`src/rtl/cpu_pkg.sv`:
```
// Shared types and encodings for the instruction-decode / control FSM.
package cpu_pkg;

  typedef enum logic [2:0] {
    S_WAIT,
    S_DECODE,
    S_WRITE_IMM,
    S_GET_A,
    S_GET_B,
    S_ALU,
    S_WRITE_REG
  } state_e;

  localparam logic [2:0] OPC_MOV = 3'b110;
  localparam logic [2:0] OPC_ALU = 3'b101;
  localparam logic [1:0] OP_MOVI = 2'b10;
  localparam logic [1:0] OP_MOVR = 2'b00;

  localparam logic [1:0] ALU_ADD = 2'b00;
  localparam logic [1:0] ALU_SUB = 2'b01;
  localparam logic [1:0] ALU_AND = 2'b10;
  localparam logic [1:0] ALU_NOT = 2'b11;

  localparam logic [1:0] SH_NONE = 2'b00;
  localparam logic [1:0] SH_LSL  = 2'b01;
  localparam logic [1:0] SH_LSR  = 2'b10;
  localparam logic [1:0] SH_ASR  = 2'b11;

  localparam logic [2:0] CL_MOVI    = 3'd0;
  localparam logic [2:0] CL_MOVR    = 3'd1;
  localparam logic [2:0] CL_ALU     = 3'd2;
  localparam logic [2:0] CL_CMP     = 3'd3;
  localparam logic [2:0] CL_ILLEGAL = 3'd4;

endpackage

```
`src/rtl/instr_dec.sv`:
```
// Combinational instruction decoder: field slices, sign-extended immediates, class.
module instr_dec
  import cpu_pkg::*;
(
  input  logic [15:0] ir_i,
  output logic [2:0]  rn_o,
  output logic [2:0]  rd_o,
  output logic [2:0]  rm_o,
  output logic [1:0]  op_o,
  output logic [1:0]  sh_o,
  output logic [15:0] sximm5_o,
  output logic [15:0] sximm8_o,
  output logic [2:0]  cls_o
);

  logic [2:0] opcode;

  assign opcode   = ir_i[15:13];
  assign op_o     = ir_i[12:11];
  assign rn_o     = ir_i[10:8];
  assign rd_o     = ir_i[7:5];
  assign sh_o     = ir_i[4:3];
  assign rm_o     = ir_i[2:0];
  assign sximm8_o = {{8{ir_i[7]}}, ir_i[7:0]};
  assign sximm5_o = {{11{ir_i[4]}}, ir_i[4:0]};

  always_comb begin
    cls_o = CL_ILLEGAL;
    if (opcode == OPC_MOV && op_o == OP_MOVI)      cls_o = CL_MOVI;
    else if (opcode == OPC_MOV && op_o == OP_MOVR) cls_o = CL_MOVR;
    else if (opcode == OPC_ALU && op_o == ALU_SUB) cls_o = CL_CMP;
    else if (opcode == OPC_ALU)                    cls_o = CL_ALU;
  end

endmodule

```
`src/rtl/cpu_controller.sv`:
```
// Instruction register plus control FSM; every datapath control is a flop loaded
// from the next-state decode so outputs are glitch-free for the gated datapath clocks.
module cpu_controller
  import cpu_pkg::*;
#(
  parameter int WIDTH = 16,
  parameter int RN_W  = 3
) (
  input  logic             clk,
  input  logic             reset,
  input  logic             s,
  input  logic [WIDTH-1:0] in,
  output logic             w,
  output logic             illegal,
  output logic [RN_W-1:0]  readnum,
  output logic [RN_W-1:0]  writenum,
  output logic             write,
  output logic             vsel,
  output logic             loada,
  output logic             loadb,
  output logic             loadc,
  output logic             loads,
  output logic             asel,
  output logic             bsel,
  output logic [1:0]       shift,
  output logic [1:0]       ALUop,
  output logic [WIDTH-1:0] datapath_in
);

  state_e           state_q, state_d;
  logic [WIDTH-1:0] ir_q, ir_d;
  logic             w_q, w_d, illegal_q, illegal_d;
  logic [RN_W-1:0]  readnum_q, readnum_d, writenum_q, writenum_d;
  logic             write_q, write_d, vsel_q, vsel_d;
  logic             loada_q, loada_d, loadb_q, loadb_d, loadc_q, loadc_d, loads_q, loads_d;
  logic             asel_q, asel_d, bsel_q, bsel_d;
  logic [1:0]       shift_q, shift_d, aluop_q, aluop_d;
  logic [WIDTH-1:0] dpin_q, dpin_d;

  logic [2:0]  rn, rd, rm, cls;
  logic [1:0]  op, sh;
  logic [15:0] sximm5, sximm8;

  // Decoding ir_d lets datapath_in track the freshly latched IR during DECODE;
  // outside WAIT ir_d equals ir_q.
  instr_dec u_dec (
    .ir_i     (ir_d),
    .rn_o     (rn),
    .rd_o     (rd),
    .rm_o     (rm),
    .op_o     (op),
    .sh_o     (sh),
    .sximm5_o (sximm5),
    .sximm8_o (sximm8),
    .cls_o    (cls)
  );

  always_comb begin
    state_d = state_q;
    ir_d    = ir_q;
    unique case (state_q)
      S_WAIT: if (s) begin
        ir_d    = in;
        state_d = S_DECODE;
      end
      S_DECODE: begin
        case (cls)
          CL_MOVI:        state_d = S_WRITE_IMM;
          CL_MOVR:        state_d = S_GET_B;
          CL_ALU, CL_CMP: state_d = S_GET_A;
          default:        state_d = S_WAIT;
        endcase
      end
      S_WRITE_IMM: state_d = S_WAIT;
      S_GET_A:     state_d = S_GET_B;
      S_GET_B:     state_d = S_ALU;
      S_ALU:       state_d = (cls == CL_CMP) ? S_WAIT : S_WRITE_REG;
      S_WRITE_REG: state_d = S_WAIT;
      default:     state_d = S_WAIT;
    endcase
  end

  always_comb begin
    w_d        = (state_d == S_WAIT);
    illegal_d  = (state_q == S_DECODE) && (cls == CL_ILLEGAL);
    readnum_d  = readnum_q;
    writenum_d = writenum_q;
    shift_d    = shift_q;
    aluop_d    = aluop_q;
    write_d    = 1'b0;
    vsel_d     = 1'b0;
    loada_d    = 1'b0;
    loadb_d    = 1'b0;
    loadc_d    = 1'b0;
    loads_d    = 1'b0;
    asel_d     = 1'b0;
    bsel_d     = 1'b0;
    dpin_d     = (state_d == S_WRITE_IMM) ? sximm8 : sximm5;
    case (state_d)
      S_WRITE_IMM: begin
        writenum_d = rn;
        vsel_d     = 1'b1;
        write_d    = 1'b1;
      end
      S_GET_A: begin
        readnum_d = rn;
        loada_d   = 1'b1;
      end
      S_GET_B: begin
        readnum_d = rm;
        loadb_d   = 1'b1;
      end
      S_ALU: begin
        shift_d = sh;
        asel_d  = (cls == CL_MOVR);
        aluop_d = (cls == CL_MOVR) ? ALU_ADD : op;
        if (cls == CL_CMP) loads_d = 1'b1;
        else               loadc_d = 1'b1;
      end
      S_WRITE_REG: begin
        writenum_d = rd;
        write_d    = 1'b1;
      end
      default: ;
    endcase
  end

  always_ff @(posedge clk) begin
    if (reset) begin
      state_q    <= S_WAIT;
      ir_q       <= '0;
      w_q        <= 1'b1;
      illegal_q  <= 1'b0;
      readnum_q  <= '0;
      writenum_q <= '0;
      write_q    <= 1'b0;
      vsel_q     <= 1'b0;
      loada_q    <= 1'b0;
      loadb_q    <= 1'b0;
      loadc_q    <= 1'b0;
      loads_q    <= 1'b0;
      asel_q     <= 1'b0;
      bsel_q     <= 1'b0;
      shift_q    <= '0;
      aluop_q    <= '0;
      dpin_q     <= '0;
    end else begin
      state_q    <= state_d;
      ir_q       <= ir_d;
      w_q        <= w_d;
      illegal_q  <= illegal_d;
      readnum_q  <= readnum_d;
      writenum_q <= writenum_d;
      write_q    <= write_d;
      vsel_q     <= vsel_d;
      loada_q    <= loada_d;
      loadb_q    <= loadb_d;
      loadc_q    <= loadc_d;
      loads_q    <= loads_d;
      asel_q     <= asel_d;
      bsel_q     <= bsel_d;
      shift_q    <= shift_d;
      aluop_q    <= aluop_d;
      dpin_q     <= dpin_d;
    end
  end

  assign w           = w_q;
  assign illegal     = illegal_q;
  assign readnum     = readnum_q;
  assign writenum    = writenum_q;
  assign write       = write_q;
  assign vsel        = vsel_q;
  assign loada       = loada_q;
  assign loadb       = loadb_q;
  assign loadc       = loadc_q;
  assign loads       = loads_q;
  assign asel        = asel_q;
  assign bsel        = bsel_q;
  assign shift       = shift_q;
  assign ALUop       = aluop_q;
  assign datapath_in = dpin_q;

endmodule

```
`config.mk`:
```
export PLATFORM = sky130hd
export DESIGN_NAME = cpu_controller
export DESIGN_NICKNAME = d
export VERILOG_FILES = /design/src/rtl/cpu_pkg.sv /design/src/rtl/instr_dec.sv /design/src/rtl/cpu_controller.sv
export SDC_FILE = /design/constraint.sdc
export NUM_CORES = 1
export LEC_CHECK = 0
export CAP_MARGIN = 20
export CORE_MARGIN = 3
export CORE_UTILIZATION = 40
export DETAILED_ROUTE_END_ITERATION = 8
export HOLD_SLACK_MARGIN = 0.05
export PLACE_DENSITY = 0.78
export SETUP_SLACK_MARGIN = 0.05
export SLEW_MARGIN = 15
export SYNTH_ARGS = -nofsm -noshare
export SYNTH_HDL_FRONTEND = slang
export SYNTH_SLANG_ARGS = --single-unit
export TNS_END_PERCENT = 50
```
`constraint.sdc`:
```
create_clock -name clk -period 4.56 [get_ports clk]
set_input_delay 0.684 -clock clk [delete_from_list [all_inputs] [get_ports clk]]
set_output_delay 0.684 -clock clk [all_outputs]
set_load 0.01 [all_outputs]
```
==> reports/summary.txt, run 1 <==
Run status -> finished clean
Total gr overflow -> 0
Post-Syn Area -> 1851 µm²
Routed WL -> 4175 µm
Die height -> 74.02 µm
Post-DP HPWL -> 2930 µm
Crit path cell chain -> clkdlybuf4s50_1 > or4b_1 > mux2_4 > a2111oi_4 > nor3_1
Initial DRC count -> 112
Initial DRT Pass Iterations -> 4
Max-cap viol count -> 0
Seq cells post-synth -> 41
DR DRC count -> 0
CP endpoint kind -> flip-flop
Clk root buf -> clkbuf_8
RSZ-0062 raised after global routing -> false
Worst Path Required -> 4720 ps
Syn Inst Count -> 204
GRT busiest layer -> met2
Final Wtd Congestion -> 0.8426
Clock skew -> 7.058 ps
Setup ws final -> 2061 ps
Core Box Area -> 4414 µm²
CTS tree -> built
Final hold vios -> 0
Total power -> 779.3 µW
PwrDens -> 321.7 nW/µm²
Final setup violation count -> 0
Hold Buf Count CTS -> 0
Type of the most critical hold path -> reg2reg
Final period util -> 0.5481
Fmax -> 400.1 MHz
Mean post-synth cell area -> 9.071 µm²
Area grow syn2layout -> 30.90%
Post-synthesis cell type count -> 40
Crit path DAT -> 2660 ps
I/O pin cnt -> 55
Layout cells sized above 1 -> 0.05833
Post-layout min period -> 2499 ps
Hold_ws -> 483.5 ps
GRT Util Overall -> 0.1604
Seq/Total Area, Yosys -> 0.4435
Peak supply drop -> 0.1595 mV
TritonCTS buffer count -> 5
H-tree depth reported by CTS -> 2
Sink Count -> 41
Met3 Resource Use GR -> 0.04054
TNS Setup -> 0 ps
Post-Syn Nets -> 223
Die width -> 74.02 µm
Largest net degree at the start of global routing -> 36
Slew headroom -> 0.4189
GR Util met1 -> 0.1995
Most common cell after layout, fill and taps aside -> clkdlybuf4s50_1
CP startpoint kind -> input port
Slowest-stage cell, CP -> or4b_1
# rows -> 24
Vias per cell -> 5.363
Antenna Cells -> 0
Initial antenna violation count -> 0
Buffers on Ports -> 53
Antenna Violating Nets Remaining -> 0
Initial Utilization -> 0.4192
First-pass GRT wire length -> 6851 µm
CP max stage delay -> 690 ps
Worst path buffer plus inverter count -> 1
Placed cell areas -> 2306 µm²
Vias in the first global route -> 1488
Final Slew Violations -> 0
Clock buffer depth -> 2
Met2 usage -> 0.2677
Resized Gates After CTS -> 0
Post-CTS setup buffer count -> 0
Worst setup slack after placement -> 1786 ps
Skew-Pair Late Insertion Delay -> 290 ps
Actual slew at the worst max-slew pin -> 869.8 ps
DIE AREA -> 5478 µm²
P_leak -> 0.8678 nW
Final nets -> 258
Crit path max fanout -> 13
Clk pin slew, worst setup/hold paths -> 70 ps
Via count -> 1566
Routed len/inst -> 14.30 µm
Syn. warnings -> 0
Most frequent cells in the layout -> 53 x clkdlybuf4s50_1, 41 x dfxtp_1, 19 x nor2_1, 14 x mux2i_1, 13 x nand2_1
Crit Path Category -> in2reg
Final design area excluding fillers -> 2422 µm²
Cell family with most CP delay -> simple AND/OR/NAND/NOR gates
worst register-to-register path, cell delays in order (launching register included):
cell and delay, ps:
dfxtp_1 410, or4b_1 790, mux2_4 430, a2111oi_4 260, nor3_1 110
synthesized netlist by cell type:
| cell | count | area (µm²) |
|---|---|---|
| a31oi_1 | 5 | 31.28 |
| nor4bb_1 | 2 | 20.02 |
| and3b_1 | 1 | 8.760 |
| nor2b_1 | 4 | 25.02 |
| dfxtp_1 | 41 | 820.8 |
| or3_1 | 1 | 6.260 |
| conb_1 | 1 | 3.750 |
| buf_4 | 14 | 105.1 |
| nand2b_1 | 5 | 31.28 |
| buf_1 | 1 | 3.750 |
| a41o_1 | 2 | 20.02 |
| buf_2 | 3 | 15.01 |
| buf_6 | 1 | 11.26 |
| nor4b_1 | 1 | 8.760 |
| and3_1 | 2 | 12.51 |
| nor3_1 | 5 | 25.02 |
| nor3b_1 | 4 | 30.03 |
| nand4_1 | 1 | 6.260 |
| nand4bb_1 | 1 | 11.26 |
| o211ai_1 | 4 | 30.03 |
| a41oi_1 | 1 | 8.760 |
| inv_1 | 2 | 7.510 |
| o21a_1 | 3 | 22.52 |
| mux2i_1 | 14 | 140.1 |
| o21ai_0 | 7 | 35.03 |
| clkbuf_1 | 9 | 33.78 |
| a21o_1 | 1 | 7.510 |
| nand3_1 | 10 | 50.05 |
| a211oi_1 | 5 | 37.54 |
| a211o_1 | 1 | 8.760 |
| a31o_2 | 1 | 8.760 |
| mux2_4 | 1 | 15.01 |
| nand3b_1 | 1 | 7.510 |
| a2111oi_4 | 1 | 27.53 |
| nand2_1 | 13 | 48.80 |
| o31ai_1 | 3 | 22.52 |
| or4b_1 | 1 | 10.01 |
| nor2_1 | 19 | 71.32 |
| a21oi_1 | 11 | 55.05 |
| nor4_1 | 1 | 6.260 |
metal layers:
| layer | routed length (µm) | share of wire | vias to the layer above |
|---|---|---|---|
| met3 | 175 | 0.042 | 6 |
| met5 | 0 | 0 | - |
| met4 | 59 | 0.014 | 0 |
| met1 | 1957 | 0.47 | 734 |
| li1 | - | - | 784 |
| met2 | 1983 | 0.47 | 42 |
path summary, 6_finish.rpt:
check | startpoint | end | slack (ps) | cells past startpoint
worst max-delay path | s | loada | 2060 | 5
worst min register to register | ir_q[8] | ir_q[8] | 480 | 2
worst max register to register | state_q[1] | loada | 2420 | 4
worst min-delay path | ir_q[8] | ir_q[8] | 480 | 2
per-stage QoR:
stage	utilization	instances
after global placement	0.5224	284
after CTS	0.5488	292
after detailed placement	0.5224	284
final	0.5488	292
after global routing	0.5488	292
after floorplan	-	204
cell type report:
class | count | area (µm²)
Clock buffer | 7 | 86.33
Clock inverter | 1 | 30.03
Fill cell | 409 | 1992
Inverter | 2 | 7.507
Multi-Input combinational cell | 133 | 859.6
Sequential cell | 41 | 820.8
Tap cell | 52 | 65.06
Timing Repair Buffer | 56 | 553.0
registers in the layout, summed over array words and instances, names as in the netlist:
register / count
shift: 2
write: 1
loada: 1
loadc: 1
readnum: 3
loads: 1
state_q: 3
ir_q: 16
writenum: 3
loadb: 1
w: 1
ALUop: 2
asel: 1
illegal: 1
vsel: 1
datapath_in: 3
report_power, final:
| part | switching, mW | internal (mW) |
|---|---|---|
| sequential | 0.00985 | 0.371 |
| combinational | 0.0489 | 0.0517 |
| clock | 0.120 | 0.178 |
cells by family after synthesis:
| group | share of synthesized area |
|---|---|
| AOI/OAI and AO/OA | 0.1704 |
| buffers and inverters | 0.09533 |
| DFF | 0.4435 |
| muxes | 0.08384 |
| other | 0.002026 |
| and+or+nand+nor | 0.2049 |
(Power assumes the default switching activity.)
==> inputs of run 2 (changes only) <==
Clock period 4.56 ns to 2.3 ns, I/O delays scaled along.
==> run 2 against run 1 <==
Effect of this change: non-clock buffer count grew 8; via count grew 3.3%; register-to-register slack lost 2000 ps; largest cell class unchanged; first-iteration DRC count grew 32%.
==> reports/summary.txt, run 2 (synthesis gave the netlist of run 1 again) <==
Run status -> finished clean
Slowest-stage cell, CP -> or4b_1
P_leak -> 0.9042 nW
Layout cells sized above 1 -> 0.09274
Core Box Area -> 4414 µm²
I/O pin cnt -> 55
Routed len/inst -> 14.44 µm
Crit Path Category -> in2reg
Clock skew -> 4.457 ps
CP startpoint kind -> input port
Clock buffer depth -> 2
Slew headroom -> 0.6056
Hold Buf Count CTS -> 0
Area grow syn2layout -> 33.33%
Met2 usage -> 0.2569
Final Slew Violations -> 0
GRT busiest layer -> met2
CP max stage delay -> 510 ps
Setup ws final -> 388.0 ps
Post-DP HPWL -> 3165 µm
Type of the most critical hold path -> reg2reg
Met3 Resource Use GR -> 0.04054
DIE AREA -> 5478 µm²
Crit path DAT -> 2120 ps
Peak supply drop -> 0.3301 mV
Worst path buffer plus inverter count -> 1
Final setup violation count -> 0
Die height -> 74.02 µm
Initial DRT Pass Iterations -> 4
Largest net degree at the start of global routing -> 20
Skew-Pair Late Insertion Delay -> 300 ps
Final nets -> 266
Sink Count -> 41
Post-layout min period -> 1912 ps
TritonCTS buffer count -> 5
PwrDens -> 601.9 nW/µm²
DR DRC count -> 0
Max FFs per register -> 16
First-pass GRT wire length -> 6955 µm
Max-cap viol count -> 0
Final period util -> 0.8313
Initial DRC count -> 148
Antenna Violating Nets Remaining -> 0
Via count -> 1617
Most common cell after layout, fill and taps aside -> clkdlybuf4s50_1
Vias per cell -> 5.390
Vias in the first global route -> 1475
Buffers on Ports -> 53
GR Util met1 -> 0.2166
Hold Path Stages -> 2
# rows -> 24
CTS tree -> built
RSZ-0062 raised after global routing -> false
Cell family with most CP delay -> simple AND/OR/NAND/NOR gates
Biggest register -> ir_q
Worst setup slack after placement -> 110.7 ps
Routed WL -> 4332 µm
Die width -> 74.02 µm
TNS Setup -> 0 ps
Final Wtd Congestion -> 0.8627
Crit path cell chain -> clkdlybuf4s50_1 > or4b_1 > mux2_4 > a211o_1 > o31ai_1
R2r worst-path depth -> 4
Total gr overflow -> 0
Clk root buf -> clkbuf_8
Resized Gates After CTS -> 0
Clk pin slew, worst setup/hold paths -> 80 ps
Initial Utilization -> 0.4192
Worst Path Required -> 2510 ps
Initial antenna violation count -> 0
Actual slew at the worst max-slew pin -> 588.8 ps
Fmax -> 523.0 MHz
Post-CTS setup buffer count -> 0
Most frequent cells in the layout -> 53 x clkdlybuf4s50_1, 41 x dfxtp_1, 19 x nor2_1, 14 x mux2i_1, 13 x nand2_1
GRT Util Overall -> 0.1653
CP endpoint kind -> flip-flop
Crit path max fanout -> 6
H-tree depth reported by CTS -> 2
Antenna Cells -> 0
Critical path depth in cells -> 5
Final Core Density -> 0.5590
Final hold vios -> 0
## run 2: cell types whose count changed in the layout (fill, tap and decap cells not counted), sizes merged
cell,previous run,this run
buf,3,11
bufinv,1,0
clkinv,0,1
## run 2: metrics by stage
| stage | power, mW | hold WS [ps] | instances | cell area, µm² |
|---|---|---|---|---|
| 2_1_floorplan | 0.8964 | 449.8 | 204 | 1851 |
| 3_3_place_gp | 0.9788 | 472.2 | 292 | 2366 |
| 3_5_place_dp | 0.9821 | 468.3 | 292 | 2366 |
| 4_1_cts | 1.495 | 480.7 | 300 | 2467 |
| 5_1_grt | 1.548 | 501.2 | 300 | 2467 |
| 6_report | 1.485 | 480.0 | 300 | 2467 |
## run 2: area by class of cell
class / count / area (µm²)
Timing Repair Buffer: 64 / 613.1
Fill cell: 423 / 1947
Sequential cell: 41 / 820.8
Clock buffer: 7 / 96.34
Inverter: 2 / 7.507
Clock inverter: 1 / 5.005
Multi-Input combinational cell: 133 / 859.6
Tap cell: 52 / 65.06
## run 2: metal layers
layer  wire length, µm  part of all wire
met4                89             0.021
met1              1865              0.43
met5                 0                 0
met2              2058              0.48
met3               319             0.074
## run 2: power breakdown
group / switching [mW] / internal (mW)
Combinational: 0.0991 / 0.112
Sequential: 0.0200 / 0.735
Clock: 0.248 / 0.271
## run 2: final timing paths
path / start / end / slack (ps)
hold / removal: ir_q[10] / ir_q[10] / 480
setup / recovery: s / datapath_in[14] / 390
setup reg to reg: state_q[1] / datapath_in[14] / 410
hold reg to reg: ir_q[10] / ir_q[10] / 480
## run 2: tightest hold or removal path, stage by stage, from the launching register on
cell	delay, ps
dfxtp_1	330
nand2_1	60
a21oi_1	50
==> inputs of run 3 (changes only) <==
Settings changed: PLACE_DENSITY 0.78 to 0.8.
Clock period 2.3 ns to 1.6 ns, I/O delays scaled along.
==> run 3 against run 2 <==
Effect of this change: the flow now finishes with violations (setup timing); design area up 20%; utilization is 11 points higher; sequential share of layout area down 5.5 points; register-to-register slack got worse by 530 ps; highest routed layer unchanged; global-route usage is 2.7 points higher; wire length up 22%; combinational power up 120%; first-iteration DRC count increased by 2.0%; critical path depth down 1; hold slack about the same; largest power group unchanged; clock power grew 45%.
==> reports/summary.txt, run 3 (synthesis gave the netlist of run 1 again) <==
Run status -> complete, but fails checks
Failing checks -> setup timing
TritonCTS buffer count -> 5
Clock buffer depth -> 2
Post-layout min period -> 1724 ps
Peak supply drop -> 0.5125 mV
Initial antenna violation count -> 0
Final Wtd Congestion -> 0.9181
Final hold vios -> 0
RSZ-0062 raised after global routing -> true
I/O pin cnt -> 55
Routed WL -> 5274 µm
Core Box Area -> 4414 µm²
DIE AREA -> 5478 µm²
Largest net degree at the start of global routing -> 16
Vias per cell -> 5.277
DR DRC count -> 0
Vias in the first global route -> 1736
Routed len/inst -> 15.70 µm
CP max stage delay -> 540 ps
Die height -> 74.02 µm
Type of the most critical hold path -> reg2reg
Worst setup slack after placement -> -489.7 ps
Via count -> 1773
Most common cell after layout, fill and taps aside -> clkdlybuf4s50_1
H-tree depth reported by CTS -> 2
Crit path cell chain -> or4b_4 > mux2_4 > a2111oi_4 > nor3_1
Final Core Density -> 0.6726
Antenna Cells -> 0
Fmax -> 580.1 MHz
CTS tree -> built
Total power -> 2.300 mW
CP startpoint kind -> flip-flop
Buffers on Ports -> 53
Final Slew Violations -> 0
PwrDens -> 774.6 nW/µm²
Final setup violation count -> 19
Antenna Violating Nets Remaining -> 0
Slowest-stage cell, CP -> or4b_4
CP endpoint kind -> flip-flop
Sink Count -> 41
Slew headroom -> 0.6659
Initial DRC count -> 151
Initial Utilization -> 0.4192
P_leak -> 1.202 nW
TNS Setup -> -1459 ps
Hold_ws -> 479.7 ps
Final nets -> 302
GRT Util Overall -> 0.1925
Worst Path Required -> 1780 ps
Post-DP HPWL -> 3518 µm
Biggest register -> ir_q
Fillers -> 334
First-pass GRT wire length -> 7914 µm
Clock skew -> 5.180 ps
Max-cap viol count -> 0
Clk pin slew, worst setup/hold paths -> 80 ps
Max FFs per register -> 16
Skew-Pair Late Insertion Delay -> 300 ps
Actual slew at the worst max-slew pin -> 500.2 ps
Crit path max fanout -> 5
Area grow syn2layout -> 60.45%
Final period util -> 1.077
# rows -> 24
Die width -> 74.02 µm
Layout cells sized above 1 -> 0.2958
Crit Path Category -> reg2reg
Setup ws final -> -123.9 ps
Most frequent cells in the layout -> 47 x clkdlybuf4s50_1, 38 x dfxtp_1, 38 x buf_4, 19 x nor2_1, 12 x nand2_1
Clk root buf -> clkbuf_8
Crit path DAT -> 1900 ps
Initial DRT Pass Iterations -> 4
Hold Buf Count CTS -> 0
Total gr overflow -> 0
==> run 3: changes by cell type in the layout (fill, tap and decap cells not counted), moves of 2 or more <==
cell             previous run  this run
dfxtp_2                     0         3
buf_6                       0         8
buf_4                      11        38
a21oi_1                    11         9
mux2i_4                     0         6
mux2i_2                     0         3
a21oi_2                     0         2
dlymetal6s2s_1              0         5
dfxtp_1                    41        38
clkdlybuf4s50_1            53        47
mux2i_1                    14         5
==> run 3: area by class of cell <==
| cell class | count | area (µm²) | area share |
|---|---|---|---|
| multi-input combinational | 133 | 1033 | 0.3481 |
| sequential | 41 | 824.5 | 0.2777 |
| inverter | 2 | 7.507 | 0.002528 |
| tap | 52 | 65.06 | 0.02191 |
| clock buffer | 7 | 96.34 | 0.03245 |
| clock inverter | 1 | 5.005 | 0.001686 |
| timing repair buffer | 100 | 937.1 | 0.3156 |
==> run 3: worst max-delay path: cells and delay by family, from the launching register on <==
kind / cells / cell delay [ps]
AOI/OAI and AO/OA: 1 / 260
DFF: 1 / 340
muxes: 1 / 360
and+or+nand+nor: 2 / 650
==> run 3: what timing repair did <==
item | CTS | global route
pin swaps | 1 | 8
buffers inserted | 3 | 8
gates resized for setup | 13 | 39
endpoints found under the setup margin | 29 | 44
==> run 3: path summary, 6_finish.rpt <==
check	startpoint	end	slack [ps]	cells past startpoint
min reg2reg	ir_q[8]	ir_q[8]	480	2
max	state_q[2]	loada	-120	4
max reg2reg	state_q[2]	loada	-120	4
min	ir_q[8]	ir_q[8]	480	2
==> run 3: power breakdown <==
part / internal (mW) / total, mW / switching [mW] / leakage (nW)
Clock: 0.390 / 0.750 / 0.361 / 0.0542
Sequential: 1.06 / 1.09 / 0.0301 / 0.335
Combinational: 0.265 / 0.462 / 0.197 / 0.812
==> run 3: per-layer routing <==
layer  wire, µm  vias to the layer above  global-route usage  part of all wire
met3        249                        7             0.06486             0.047
met4         99                        0             0.08451             0.019
li1           -                      869                   -                 -
met2       2762                       48              0.3159              0.52
met1       2162                      849              0.2290              0.41
met5          0                        -                   0                 0
==> run 3: metrics by stage <==
stage | cells | cell area [µm²]
after floorplan | 204 | 1859
after global placement | 318 | 2561
after detailed placement | 318 | 2561
after CTS | 329 | 2741
after global routing | 336 | 2969
final | 336 | 2969
